### src/rtl/xain_pkg.sv
// Shared types and default widths for the SDRAM ROM request arbiter.
package xain_pkg;

    typedef enum logic [1:0] {
        ARB_IDLE,
        ARB_ISSUE,
        ARB_WAIT,
        ARB_DONE
    } arb_state_t;

    localparam int unsigned SDR_AW = 25;
    localparam int unsigned SDR_DW = 16;

endpackage

### src/rtl/sdr_rom_arbiter_rr_pick.sv
// Combinational round-robin select: the first set request at or after ptr_i, wrapping at N.
module rr_pick #(
    parameter  int unsigned N  = 4,
    localparam int unsigned IW = (N > 1) ? $clog2(N) : 1
) (
    input  logic [N-1:0]  req_i,
    input  logic [IW-1:0] ptr_i,
    output logic [IW-1:0] grant_o,
    output logic          any_o
);

    // ptr_i + offset is below 2*N, so one conditional subtract wraps it for any N.
    function automatic logic [IW-1:0] wrap(input logic [IW:0] a);
        logic [IW:0] r;
        r = (a >= (IW + 1)'(N)) ? a - (IW + 1)'(N) : a;
        return r[IW-1:0];
    endfunction

    // Walk rotated offsets from highest to lowest so the lowest requesting offset wins.
    always_comb begin
        logic [IW-1:0] idx;
        grant_o = '0;
        any_o   = 1'b0;
        for (int unsigned k = N; k > 0; k--) begin
            idx = wrap({1'b0, ptr_i} + (IW + 1)'(k - 1));
            if (req_i[idx]) begin
                grant_o = idx;
                any_o   = 1'b1;
            end
        end
    end

endmodule

### src/rtl/sdr_rom_arbiter.sv
// Round-robin arbiter collecting client ROM reads and issuing one SDRAM read at a time.
module sdr_rom_arbiter
    import xain_pkg::*;
#(
    parameter int unsigned NCLI    = 4,
    parameter int unsigned AW      = SDR_AW,
    parameter int unsigned DW      = SDR_DW,
    parameter int unsigned TIMEOUT = 255
) (
    input  logic                 clk_ram_i,
    input  logic                 reset_i,
    input  logic [NCLI-1:0]      cli_req_i,
    input  logic [NCLI*AW-1:0]   cli_addr_i,
    output logic [NCLI-1:0]      cli_rdy_o,
    output logic [NCLI*DW-1:0]   cli_data_o,
    output logic [AW-1:0]        ctl_addr_o,
    output logic                 ctl_rd_o,
    input  logic                 ctl_valid_i,
    input  logic [DW-1:0]        ctl_dout_i,
    output logic [7:0]           retry_cnt_o
);

    localparam int unsigned IW      = (NCLI > 1) ? $clog2(NCLI) : 1;
    localparam logic [7:0]  TmoLast = 8'(TIMEOUT);

    arb_state_t      state_q;
    logic [IW-1:0]   rr_ptr_q;
    logic [IW-1:0]   g_q;
    logic [NCLI-1:0] cli_rdy_q;
    logic [DW-1:0]   data_q [NCLI];
    logic [AW-1:0]   ctl_addr_q;
    logic            ctl_rd_q;
    logic [7:0]      retry_cnt_q;
    logic [7:0]      tmo_q;

    logic [AW-1:0]   addr_arr [NCLI];
    logic [IW-1:0]   pick;
    logic            pick_any;

    for (genvar i = 0; i < NCLI; i++) begin : g_unpack
        assign addr_arr[i]              = cli_addr_i[i*AW +: AW];
        assign cli_data_o[i*DW +: DW]   = data_q[i];
    end

    rr_pick #(
        .N (NCLI)
    ) u_rr_pick (
        .req_i   (cli_req_i),
        .ptr_i   (rr_ptr_q),
        .grant_o (pick),
        .any_o   (pick_any)
    );

    // Arbiter FSM with all outputs registered; ctl_rd is high exactly while in ARB_ISSUE.
    always_ff @(posedge clk_ram_i) begin
        if (reset_i) begin
            state_q     <= ARB_IDLE;
            rr_ptr_q    <= '0;
            g_q         <= '0;
            cli_rdy_q   <= '0;
            ctl_addr_q  <= '0;
            ctl_rd_q    <= 1'b0;
            retry_cnt_q <= '0;
            tmo_q       <= '0;
            for (int i = 0; i < NCLI; i++) begin
                data_q[i] <= '0;
            end
        end else begin
            unique case (state_q)
                ARB_IDLE: begin
                    if (pick_any) begin
                        g_q        <= pick;
                        ctl_addr_q <= addr_arr[pick];
                        ctl_rd_q   <= 1'b1;
                        state_q    <= ARB_ISSUE;
                    end
                end
                ARB_ISSUE: begin
                    ctl_rd_q <= 1'b0;
                    tmo_q    <= '0;
                    state_q  <= ARB_WAIT;
                end
                ARB_WAIT: begin
                    tmo_q <= tmo_q + 8'd1;
                    // Data beats the timeout when both land in the same cycle.
                    if (ctl_valid_i) begin
                        data_q[g_q]    <= ctl_dout_i;
                        cli_rdy_q[g_q] <= 1'b1;
                        state_q        <= ARB_DONE;
                    end else if (tmo_q == TmoLast) begin
                        if (retry_cnt_q != 8'hFF) begin
                            retry_cnt_q <= retry_cnt_q + 8'd1;
                        end
                        ctl_rd_q <= 1'b1;
                        state_q  <= ARB_ISSUE;
                    end
                end
                ARB_DONE: begin
                    cli_rdy_q <= '0;
                    if (g_q == IW'(NCLI - 1)) begin
                        rr_ptr_q <= '0;
                    end else begin
                        rr_ptr_q <= g_q + 1'b1;
                    end
                    state_q <= ARB_IDLE;
                end
                default: state_q <= ARB_IDLE;
            endcase
        end
    end

    assign cli_rdy_o   = cli_rdy_q;
    assign ctl_addr_o  = ctl_addr_q;
    assign ctl_rd_o    = ctl_rd_q;
    assign retry_cnt_o = retry_cnt_q;

endmodule

### config.mk
export PLATFORM = sky130hd
export DESIGN_NAME = sdr_rom_arbiter
export DESIGN_NICKNAME = d
export VERILOG_FILES = /design/src/rtl/xain_pkg.sv /design/src/rtl/sdr_rom_arbiter_rr_pick.sv /design/src/rtl/sdr_rom_arbiter.sv
export SDC_FILE = /design/constraint.sdc
export NUM_CORES = 1
export LEC_CHECK = 0
export BUFFER_PORTS_ARGS = -buffer_cell sky130_fd_sc_hd__buf_4
export CAP_MARGIN = 10
export CORE_MARGIN = 2
export CORE_UTILIZATION = 52
export DETAILED_ROUTE_END_ITERATION = 10
export HOLD_SLACK_MARGIN = 0.03
export PLACE_DENSITY = 0.91
export RECOVER_POWER = 50
export SYNTH_ARGS = -nofsm -noshare
export SYNTH_HDL_FRONTEND = slang
export SYNTH_SLANG_ARGS = --single-unit
### constraint.sdc
create_clock -name clk_ram_i -period 3.25 [get_ports clk_ram_i]
set_input_delay 0.325 -clock clk_ram_i [delete_from_list [all_inputs] [get_ports clk_ram_i]]
set_output_delay 0.325 -clock clk_ram_i [all_outputs]
set_load 0.02 [all_outputs]
* After elaboration in Yosys (flattened, before gate mapping) *
Memory sizes are Yosys's and may differ from the RTL's.
Index checks and enable logic that the tools add are counted.

storage, ports and cells
  register bits after elaboration = 52
  memories = 1
  bits in writable memories = 64
  output and inout bits = 102
  logic and storage cells = 101

operators by class
  mux-type cells = 46
  $lt $le $gt $ge = 11
  add/subtract/negate cells = 10
  equality and inequality tests = 11
  reductions and logical operators = 11
  bitwise operators = 3

memories
  memory  words  width  rd ports  clocked after Yosys merged registers in  write ports  RTL line               RTL
  data_q  4      16     4         0                                        4            sdr_rom_arbiter.sv:30  logic [DW-1:0] data_q [NCLI];

operators with widths
  operator             number
  $bmux 25 s2          1
  $mux 25              2
  $mux 2               13
  $mux 1               19
  $add 8x1->8 const B  2
  $mux 16              1
  $pmux 8 s2           1
  $reduce_or 16->1     1
  $lt 2x3->1 const B   5
  $ge 3x3->1 const B   4
  $bmux 1 s2           4
  $eq 8x8->1 const B   1
  $ne 2x2->1 const B   4
  $ne 8x8->1 const B   1
  $pmux 2 s4           1
  $pmux 4 s2           1
  $reduce_and 4->1     2
  $sub 2x1->2 const B  4
  $add 2x2->3 const B  2
  $eq 2x2->1 const B   3
  $reduce_and 2->1     3
  $mux 4               1
  $or 4x4->4           1
  $reduce_bool 2->1    2
  13 further kinds     13

* Longest topological paths before layout *
Gate-level depths: netlist (run 1).

  depth in word-level cells = 13
  depth in mapped cells = 8
  depth with buffers taken out = 7

* Cells and area by module *
Synthesis (run 1) repeated with hierarchy kept, for this count alone.

unflattened totals
  cells, all modules = 446
  area total of the unflattened synthesis = 5288.8 um^2

by module, submodules not included
  module           area an instance (um^2)  times used  cells each
  sdr_rom_arbiter  5211.2                   1           433
  rr_pick          77.6                     1           13

* Least setup slack after synthesis (run 1) *
OpenSTA, ideal clock, no wires.

  path kind = register -> register
  start = register retry_cnt_q[0], in the netlist retry_cnt_o[0]
  end = register retry_cnt_q[5], in the netlist retry_cnt_o[5]
  stages on the path, launching flop included = 8
  setup time = 123 ps
  clock period less this slack = 1980 ps
  buffers on the path = 1
  arrival time = 1857 ps
  path slack = 1270 ps
  cell sequence = dfxtp_1 ha_1 and3_1 and3_1 buf_2 nor4b_2 and3_1 mux2_1

on the way
  cells in the longest elaborated chain, start to end = 2

ends and longest elaborated chain
  item                                                 RTL line               RTL
  start, declared                                      sdr_rom_arbiter.sv:33  logic [7:0] retry_cnt_q;
  start signal, assigned                               sdr_rom_arbiter.sv:92  retry_cnt_q <= retry_cnt_q + 8'd1;
  branches (longest 2 deep; another with $add 8x1->8)  --

Several ways; the timed one is not identified.
A chain may end at the register's enable or synchronous reset.

==> flow_metrics.tcl, run 1 <==
set metrics [dict create \
    hold_violations 0 \
    numCtsBuffers 17 \
    synth_top_cell_area_share 0.353 \
    drv_cap 0 \
    synth_area_um2 5450 \
    drc 0 \
    fp.dieH_um 106 \
    power_frac_comb 0.156 \
    synth-xor-area-share 0.0209 \
    via_per_inst 5.32 \
    clk_path_buf_depth 2 \
    reg2reg_from "state_q[0]$_SDFFE_PP0P_" \
    max_slew.worst_pin.slew_ns 0.971 \
    crit_chain "inv_1 > ha_1 > nand2_1 > nor4_1 > clkbuf_1 > or2_2" \
    die_area_um2 11300 \
    std_cell_rows 37 \
    synth_top_family_by_area "simple AND/OR/NAND/NOR gates" \
    max_stage_delay_ns 0.57 \
    clock_skew_ns 0.0153 \
    routed-via-count 4417 \
    final_nets 814 \
    antenna_cells 0 \
    cp-end-kind "flop" \
    hold_buffers 0 \
    cts_setup_buffers 0 \
    timing.final.crit_share 0.768 \
    yosys.area_share.adder 0.0230 \
    grt_pass1_wl_um 21700 \
    slew_viol_final 0 \
    async_flop_share 0 \
    crit_start "state_q[0]$_SDFFE_PP0P_" \
    core_area_um2 10200 \
    crit_family "simple AND/OR/NAND/NOR gates" \
    synth.net_count 588 \
    hp-start "cli_addr_i[30]" \
    synth_compound_area_frac 0.0980 \
    vdd_drop_max_uv 384 \
    synth_warnings 0 \
    start_util 0.533 \
    finalPower_mw 4.14 \
    p_switching_mw 1.13 \
    layout-drive-gt1-share 0.271 \
    avgSynthCellArea_um2 12.0 \
    area_delta_synth_final_pct 34.9 \
    period_minus_slack_ns 2.49 \
    p_per_area_nw_per_um2 563 \
    first_pass_iters 4 \
    grt-ovfl-total 0 \
    stdcell_count 830 \
    n_fill_cell 800 \
    p_seq_frac 0.413 \
    fmax_mhz 401 \
    ys_types 47 \
    dpl.hpwl_um 10200 \
    intPower_mw 3.01 \
    grt_pass1_vias 4514 \
    rsz0062_at_grt "false" \
    synthCells 455 \
    slew_headroom 0.344 \
    cts_htree_levels 4 \
    synthSimpleGateAreaFrac 0.179 \
    startpoint_type "flop" \
    routabilityCongestion 0.884 \
    synth_seq_cells 116 \
    setup_tns_ns 0 \
    grt_max_degree 41 \
    synth_area_leaders "edfxtp_1, dfxtp_1, mux2i_1" \
    p_leak_nw 2.95 \
    pwr-share-clk 0.431 \
    portBuffers 224 \
    status "finished, final reports clean" \
    wirelength_um 14300 \
    synth.yosys.seq_area_share 0.544 \
    track_usage 0.250 \
    wl_per_cell_um 17.2 \
    hold_ws_ns 0.118 \
    clkTransAtPathRegs_ns 0.06 \
    io_pins 225 \
    slowest_stage "clkbuf_1" \
    critPathMaxFanout 17 \
    cts.repair.resized 0 \
    setup_viol 0 \
    min_path_type "in -> reg" \
    clk-insertion-delay-late_ns 0.51 \
    cts.sinks 116 \
    muxShareOfSynthArea 0.101 \
    dieWidth_um 106 \
    worst-path-buf-inv 2 \
    yosys.area.top_type "edfxtp_1" \
    initialDrtViolationCount 209 \
    place_inst 798 \
    tritoncts "yes" \
    required_ns 3.40 \
    cts-root-buf "clkbuf_8" \
    worstPathArrival_ns 2.65 \
    ant_nets 0 \
    p_sw_frac 0.273 \
    path_class "reg -> reg" \
    synth_top_flop_cell "edfxtp_1" \
    antenna_found_initial 0 \
    most-common-layout-cells "buf_4, clkbuf_1, edfxtp_1, mux2i_1, and2_1" \
    final_common_cell "buf_4" \
    synth-edff-count 64 \
]
[kinds of logic after synthesis]
group / count (synthesis)
adders and majority gates: 10
AOI/OAI and AO/OA: 55
muxes: 55
xor gates and xnor gates: 13
buffers and inverters: 31
and+or+nand+nor: 175
DFF: 116
[metrics by stage]
step           area (um^2)  setup slack, ns   util
3_3_place_gp          7210             1.18  0.705
6_report              7350            0.755  0.718
3_5_place_dp          7210             1.05  0.705
4_1_cts               7780             1.06  0.760
2_1_floorplan         5450             1.27      -
5_1_grt               7350            0.518  0.718
[synthesized netlist by cell type, drive strengths merged (7+ instances only)]
cell    count
ha         10
clkbuf      9
edfxtp     64
mux2i      54
o221ai     22
nand2      32
a21oi      12
dfxtp      52
inv         7
xnor2       9
nor2       36
nor4        7
and2       66
buf        15
[registers in the layout, summed over array words and instances, names as in the netlist]
name	count
ctl_rd_o	1
ctl_addr_o	25
g_q	2
tmo_q	8
cli_rdy_o	4
data_q	64
retry_cnt_o	8
state_q	2
rr_ptr_q	2
[cell type report]
class | instances | area, um^2 | area share
multi-input cells | 308 | 2270 | 0.308
flip-flops and latches | 116 | 2960 | 0.403
clock inverters | 15 | 155 | 0.0211
inverters | 7 | 26.3 | 0.00357
repair buffers | 231 | 1360 | 0.185
well taps | 136 | 170 | 0.0231
clock buffers | 17 | 414 | 0.0563
[per-layer routing]
metal  part of all wire  vias to the layer above  global-route usage
met5                  0                        -                   0
met4              0.024                        0               0.109
met3              0.082                       29              0.0717
met2               0.51                      215               0.440
met1               0.39                     2074               0.280
li1                   -                     2099                   -
[power groups by stage]
stage	Sequential (mW)	Combinational, mW	Clock, mW
after floorplan	1.84	0.303	0
after global placement	1.73	0.705	0
after detailed placement	1.74	0.722	0
after CTS	1.71	0.726	1.81
after global routing	1.71	0.693	1.88
final	1.71	0.646	1.78
[worst paths after layout]
kind                                      to  slack, ns  cells past startpoint
setup / recovery  data_q[1][8]$_SDFFCE_PN0P_       0.76                      6
hold / removal    ctl_addr_o[5]$_SDFFE_PP0P_       0.12                      3
setup reg to reg  data_q[1][8]$_SDFFCE_PN0P_       0.76                      6
hold reg to reg   ctl_addr_o[8]$_SDFFE_PP0P_       0.46                      2
[worst register-to-register path: cells and delay by family (launching register included)]
kind | cells | cell delay, ns
simple gates | 3 | 0.86
buf+inv | 2 | 0.67
flops | 1 | 0.35
fa+ha+maj | 1 | 0.27
(Power assumes the default switching activity.)
==> run 2: changes to the inputs <==
--- a/config.mk
+++ b/config.mk
@@ -5,13 +5,14 @@
 export SDC_FILE = /design/constraint.sdc
 export NUM_CORES = 1
 export LEC_CHECK = 0
+export ABC_AREA = 1
 export BUFFER_PORTS_ARGS = -buffer_cell sky130_fd_sc_hd__buf_4
 export CAP_MARGIN = 10
 export CORE_MARGIN = 2
-export CORE_UTILIZATION = 52
+export CORE_UTILIZATION = 49
 export DETAILED_ROUTE_END_ITERATION = 10
 export HOLD_SLACK_MARGIN = 0.03
-export PLACE_DENSITY = 0.91
+export PLACE_DENSITY = 0.85
 export RECOVER_POWER = 50
 export SYNTH_ARGS = -nofsm -noshare
 export SYNTH_HDL_FRONTEND = slang
==> constraint.sdc (replaced) <==
create_clock -name clk_ram_i -period 2.3 [get_ports clk_ram_i]
set_input_delay 0.23 -clock clk_ram_i [delete_from_list [all_inputs] [get_ports clk_ram_i]]
set_output_delay 0.23 -clock clk_ram_i [all_outputs]
set_load 0.02 [all_outputs]
==> flow_metrics.tcl, run 2 <==
set metrics [dict create \
    status "finished, final reports clean" \
    fmax_mhz 486 \
    synth_area_um2 5800 \
    max_slew.worst_pin.slew_ns 0.957 \
    clock_skew_ns 0.00695 \
    antenna_cells 0 \
    final_nets 1096 \
    drc 0 \
    numCtsBuffers 17 \
    vdd_drop_max_uv 745 \
    worstPathArrival_ns 2.17 \
    crit_chain "inv_1 > ha_1 > nand2_1 > nor2_1 > clkinv_1 > clkbuf_1 > nor2_1" \
    cts.sinks 116 \
    p_per_area_nw_per_um2 1020 \
    grt-ovfl-total 0 \
    slowest_stage "clkbuf_1" \
    std_cell_rows 39 \
    synth_warnings 0 \
    pre_cts_slack_ns 0.342 \
    via_per_inst 5.02 \
    setup_viol 0 \
    final_common_cell "nand2_1" \
    dieWidth_um 113 \
    dpl.hpwl_um 11400 \
    period_minus_slack_ns 2.06 \
    setup_tns_ns 0 \
    synth_top_cell_area_share 0.331 \
    synth_top_flop_cell "edfxtp_1" \
    drv_cap 0 \
    r2r_setup_slack_ns 0.24 \
    cts-root-buf "clkbuf_16" \
    clk-insertion-delay-late_ns 0.40 \
    hold_ws_ns 0.183 \
    hold_violations 0 \
    ant_nets 0 \
    fp.dieH_um 113 \
    min_path_cells 3 \
    core_area_um2 11500 \
    timing.final.crit_share 0.895 \
    synth.yosys.seq_area_share 0.511 \
    clkTransAtPathRegs_ns 0.05 \
    synth.net_count 872 \
    async_flop_share 0 \
    antenna_found_initial 0 \
    largest-register "data_q" \
    clk_path_buf_depth 2 \
    grt_pass1_vias 5236 \
    initialDrtViolationCount 526 \
    hold_buffers 0 \
    ys_types 35 \
    r2r_cells 7 \
    avgSynthCellArea_um2 7.85 \
    min_path_type "in -> reg" \
    stdcell_count 1119 \
    area_delta_synth_final_pct 34.8 \
    hp-start "ctl_dout_i[14]" \
    layout-drive-gt1-share 0.183 \
    max_stage_delay_ns 0.71 \
    first_pass_iters 5 \
    track_usage 0.251 \
    cp-end-kind "flop" \
    synth_commonest_cells "nand2_1, nor2_1, inv_1, nand3_1, edfxtp_1" \
    r2r-end "data_q[3][8]$_DFFE_PP_" \
    most-common-layout-cells "nand2_1, buf_4, nor2_1, clkbuf_1, inv_1" \
    rsz0062_at_grt "false" \
    grt_max_degree 52 \
    crit_family "buffers and inverters" \
    tritoncts "yes" \
    place_inst 1087 \
    wirelength_um 16100 \
    die_area_um2 12700 \
    synth_seq_cells 116 \
    crit_start "state_q[0]$_SDFFE_PP0P_" \
    portBuffers 224 \
    p_leak_nw 3.78 \
    cts_setup_buffers 0 \
    required_ns 2.41 \
    startpoint_type "flop" \
    grt_pass1_wl_um 25700 \
    io_pins 225 \
    largest_reg_flops 64 \
    reg2reg_from "state_q[0]$_SDFFE_PP0P_" \
    critPathMaxFanout 17 \
    slew_viol_final 0 \
    synthCells 739 \
    cts_htree_levels 4 \
    slew_headroom 0.362 \
    routed-via-count 5622 \
    start_util 0.506 \
    yosys.area.top_type "edfxtp_1" \
    worst_path_most_repeated_cell "nor2_1" \
    synth-edff-count 64 \
    path_class "reg -> reg" \
    layout_setup_ws_ns 0.242 \
    wl_per_cell_um 14.4 \
    synth_area_leaders "edfxtp_1, dfxtp_1, nand2_1" \
    routabilityCongestion 0.878 \
    synth.most_common_cell "nand2_1" \
    worst-path-buf-inv 3 \
    hold_end "data_q[3][14]$_DFFE_PP_" \
    cts.repair.resized 0 \
]
==> run 2: cell types whose count changed after synthesis, moves of 12 or more <==
cell      previous run  this run
nand2_1             32       195
inv_1                6        92
nand3_1              4        83
nor2_1              34       113
and2_1              66         0
mux2i_1             54         0
nand3b_1             0        21
o221ai_2            15         0
nor3_1               2        14
==> run 2: logic make-up after synthesis <==
logic type,synth area share
fa+ha+maj,0.0216
simple gates,0.331
flops,0.511
compound gates,0.0405
buf+inv,0.0949
xor+xnor,0.00151
==> run 2: how the worst max path moves through the flow <==
stage | slack, ns | depth (start not counted) | end
4_1_cts | 0.31 | 10 | retry_cnt_o[5]$_SDFFE_PP0P_
5_1_grt | 0.04 | 12 | ctl_addr_o[1]$_SDFFE_PP0P_
2_1_floorplan | 0.10 | 10 | data_q[0][0]$_SDFFCE_PN0P_
3_5_place_dp | 0.34 | 10 | retry_cnt_o[5]$_SDFFE_PP0P_
6_report | 0.24 | 7 | data_q[3][8]$_DFFE_PP_
3_3_place_gp | 0.39 | 15 | ctl_addr_o[3]$_SDFFE_PP0P_
==> run 2: through the flow <==
stage / utilization / power [mW] / instance area [um^2]
after floorplan: - / 4.63 / 5810
after global placement: 0.665 / 5.53 / 7630
after detailed placement: 0.665 / 5.58 / 7630
after CTS: 0.716 / 8.21 / 8220
after global routing: 0.682 / 8.45 / 7820
final: 0.682 / 7.95 / 7820
==> run 2: metal layers <==
metal  vias up  share of wire  global-route usage
li1       2820              -                   -
met4         0          0.021              0.0878
met3        25          0.084              0.0670
met2       252           0.50               0.429
met1      2525           0.40               0.309
met5         -              0                   0
==> run 2: layout make-up <==
cell class	instances	area (um^2)
inverters	98	370
clock buffers	18	429
fillers	1029	3640
repair buffers	237	1420
well taps	143	179
flip-flops and latches	116	2960
clock inverters	14	159
multi-input cells	493	2300
==> run 2: worst reg2reg max path, delay by kind of cell (launching register included) <==
kind	cells	cell delay (ns)
buf+inv	3	0.88
fa+ha+maj	1	0.23
flops	1	0.36
simple gates	3	0.30
==> run 2: power by group <==
group          switching (mW)  total (mW)  leakage [nW]  internal (mW)
clock                   0.924        2.62         0.275           1.69
combinational            1.76        2.64          2.41          0.889
sequential              0.185        2.69          1.09           2.51
==> run 3: changes to the inputs <==
--- a/config.mk
+++ b/config.mk
@@ -6,7 +6,7 @@
 export NUM_CORES = 1
 export LEC_CHECK = 0
 export ABC_AREA = 1
-export BUFFER_PORTS_ARGS = -buffer_cell sky130_fd_sc_hd__buf_4
+export BUFFER_PORTS_ARGS = -buffer_cell sky130_fd_sc_hd__buf_2
 export CAP_MARGIN = 10
 export CORE_MARGIN = 2
 export CORE_UTILIZATION = 49
==> flow_metrics.tcl, run 3 (synthesis gave the netlist of run 2 again) <==
set metrics [dict create \
    status "finished, final reports clean" \
    wirelength_um 15700 \
    wl_per_cell_um 14.0 \
    track_usage 0.240 \
    min_path_type "in -> reg" \
    drv_cap 0 \
    worstPathArrival_ns 2.15 \
    clk-insertion-delay-late_ns 0.41 \
    initialDrtViolationCount 505 \
    antenna_cells 0 \
    grt_pass1_vias 5089 \
    max_stage_delay_ns 0.67 \
    n_fill_cell 1018 \
    rsz0062_at_grt "false" \
    first_pass_iters 5 \
    cts-root-buf "clkbuf_16" \
    core_area_um2 11500 \
    largest_reg_flops 64 \
    ant_nets 0 \
    drc 0 \
    std_cell_rows 39 \
    hold_violations 0 \
    cp-end-kind "flop" \
    path_class "reg -> reg" \
    r2r_cells 7 \
    numCtsBuffers 17 \
    clock_skew_ns 0.00741 \
    clk_path_buf_depth 2 \
    startpoint_type "flop" \
    largest-register "data_q" \
    via_per_inst 4.95 \
    reg2reg_from "state_q[0]$_SDFFE_PP0P_" \
    period_minus_slack_ns 2.03 \
    io_pins 225 \
    routed-via-count 5558 \
    final_common_cell "nand2_1" \
    p_per_area_nw_per_um2 1050 \
    fmax_mhz 493 \
    max_slew.worst_pin.slew_ns 0.876 \
    fp.dieH_um 113 \
    most-common-layout-cells "nand2_1, buf_2, nor2_1, clkbuf_1, inv_1" \
    area_delta_synth_final_pct 29.9 \
    required_ns 2.42 \
    grt_pass1_wl_um 24400 \
    setup_viol 0 \
    dpl.hpwl_um 11100 \
    worst_path_most_repeated_cell "nor2_1" \
    grt-ovfl-total 0 \
    utilization 0.657 \
    worst-path-buf-inv 2 \
    crit_family "buffers and inverters" \
    die_area_um2 12700 \
    slew_headroom 0.416 \
    hold_buffers 0 \
    final-seq-area_um2 2960 \
    r2r_setup_slack_ns 0.27 \
    timing.final.crit_share 0.882 \
    antenna_found_initial 0 \
    critPathMaxFanout 15 \
    p_leak_nw 3.68 \
    tritoncts "yes" \
    hp-start "reset_i" \
    routabilityCongestion 0.877 \
    grt_max_degree 52 \
    r2r-end "data_q[1][10]$_SDFFCE_PN0P_" \
    slowest_stage "clkbuf_1" \
    layout-drive-gt1-share 0.189 \
    dieWidth_um 113 \
    min_path_cells 2 \
    multi_input_area_um2 2290 \
    cts_htree_levels 4 \
    portBuffers 224 \
    slew_viol_final 0 \
    cts.sinks 116 \
    crit_chain "inv_1 > ha_1 > nand2_1 > nor2_1 > nand3_1 > clkbuf_1 > nor2_1" \
    setup_tns_ns 0 \
    vdd_drop_max_uv 592 \
    start_util 0.506 \
    final_nets 1099 \
    clkTransAtPathRegs_ns 0.06 \
    hold_end "g_q[1]$_SDFFE_PP0P_" \
]
[run 3: worst max-delay path by stage]
| stage | start | to | slack, ns | cells after the start |
|---|---|---|---|---|
| global route | state_q[0]$_SDFFE_PP0P_ | data_q[1][10]$_SDFFCE_PN0P_ | 0.07 | 7 |
| detailed placement | rr_ptr_q[0]$_SDFFE_PP0P_ | ctl_addr_o[3]$_SDFFE_PP0P_ | 0.18 | 12 |
| CTS | rr_ptr_q[0]$_SDFFE_PP0P_ | ctl_addr_o[3]$_SDFFE_PP0P_ | 0.18 | 12 |
| floorplan | state_q[0]$_SDFFE_PP0P_ | data_q[0][0]$_SDFFCE_PN0P_ | 0.10 | 10 |
| global placement | rr_ptr_q[0]$_SDFFE_PP0P_ | ctl_addr_o[13]$_SDFFE_PP0P_ | 0.27 | 12 |
| finish | state_q[0]$_SDFFE_PP0P_ | data_q[1][10]$_SDFFCE_PN0P_ | 0.27 | 7 |
[run 3: through the flow]
| step | instances | power, mW | instance area (um^2) | hold WS (ns) | setup WS, ns |
|---|---|---|---|---|---|
| after CTS | 1122 | 8.05 | 7670 | 0.0495 | 0.181 |
| after global routing | 1122 | 8.46 | 7540 | 0.0496 | 0.0745 |
| after global placement | 1090 | 5.30 | 7060 | 0.435 | 0.268 |
| final | 1122 | 7.94 | 7540 | 0.0659 | 0.273 |
| after floorplan | 739 | 4.63 | 5810 | 0.378 | 0.102 |
| after detailed placement | 1090 | 5.35 | 7060 | 0.453 | 0.182 |
[run 3: timing repair]
item,4_1_cts,5_1_grt
setup buffers,0,0
endpoints found under the setup margin,0,21
gates resized for setup,0,3
hold endpoints to repair,0,0
[run 3: cell type report]
cell class                 instances  share of cell area
clock buffer                      18              0.0569
tap                              143              0.0237
inverter                          98              0.0491
multi-input combinational        493               0.304
clock inverter                    14              0.0236
timing repair buffer             240               0.149
sequential                       116               0.393
[run 3: layer usage]
layer  vias up  wire length, um  share of wire  track usage
li1       2825                -              -            -
met1      2442             6320           0.40        0.291
met2       275             7700           0.49        0.417
met3        16             1450          0.093       0.0702
met4         0              191          0.012       0.0707
met5         -                0              0            0
[run 3: where the power goes]
group	internal, mW	switching [mW]
Combinational	0.826	1.74
Sequential	2.51	0.191
Clock	1.71	0.970
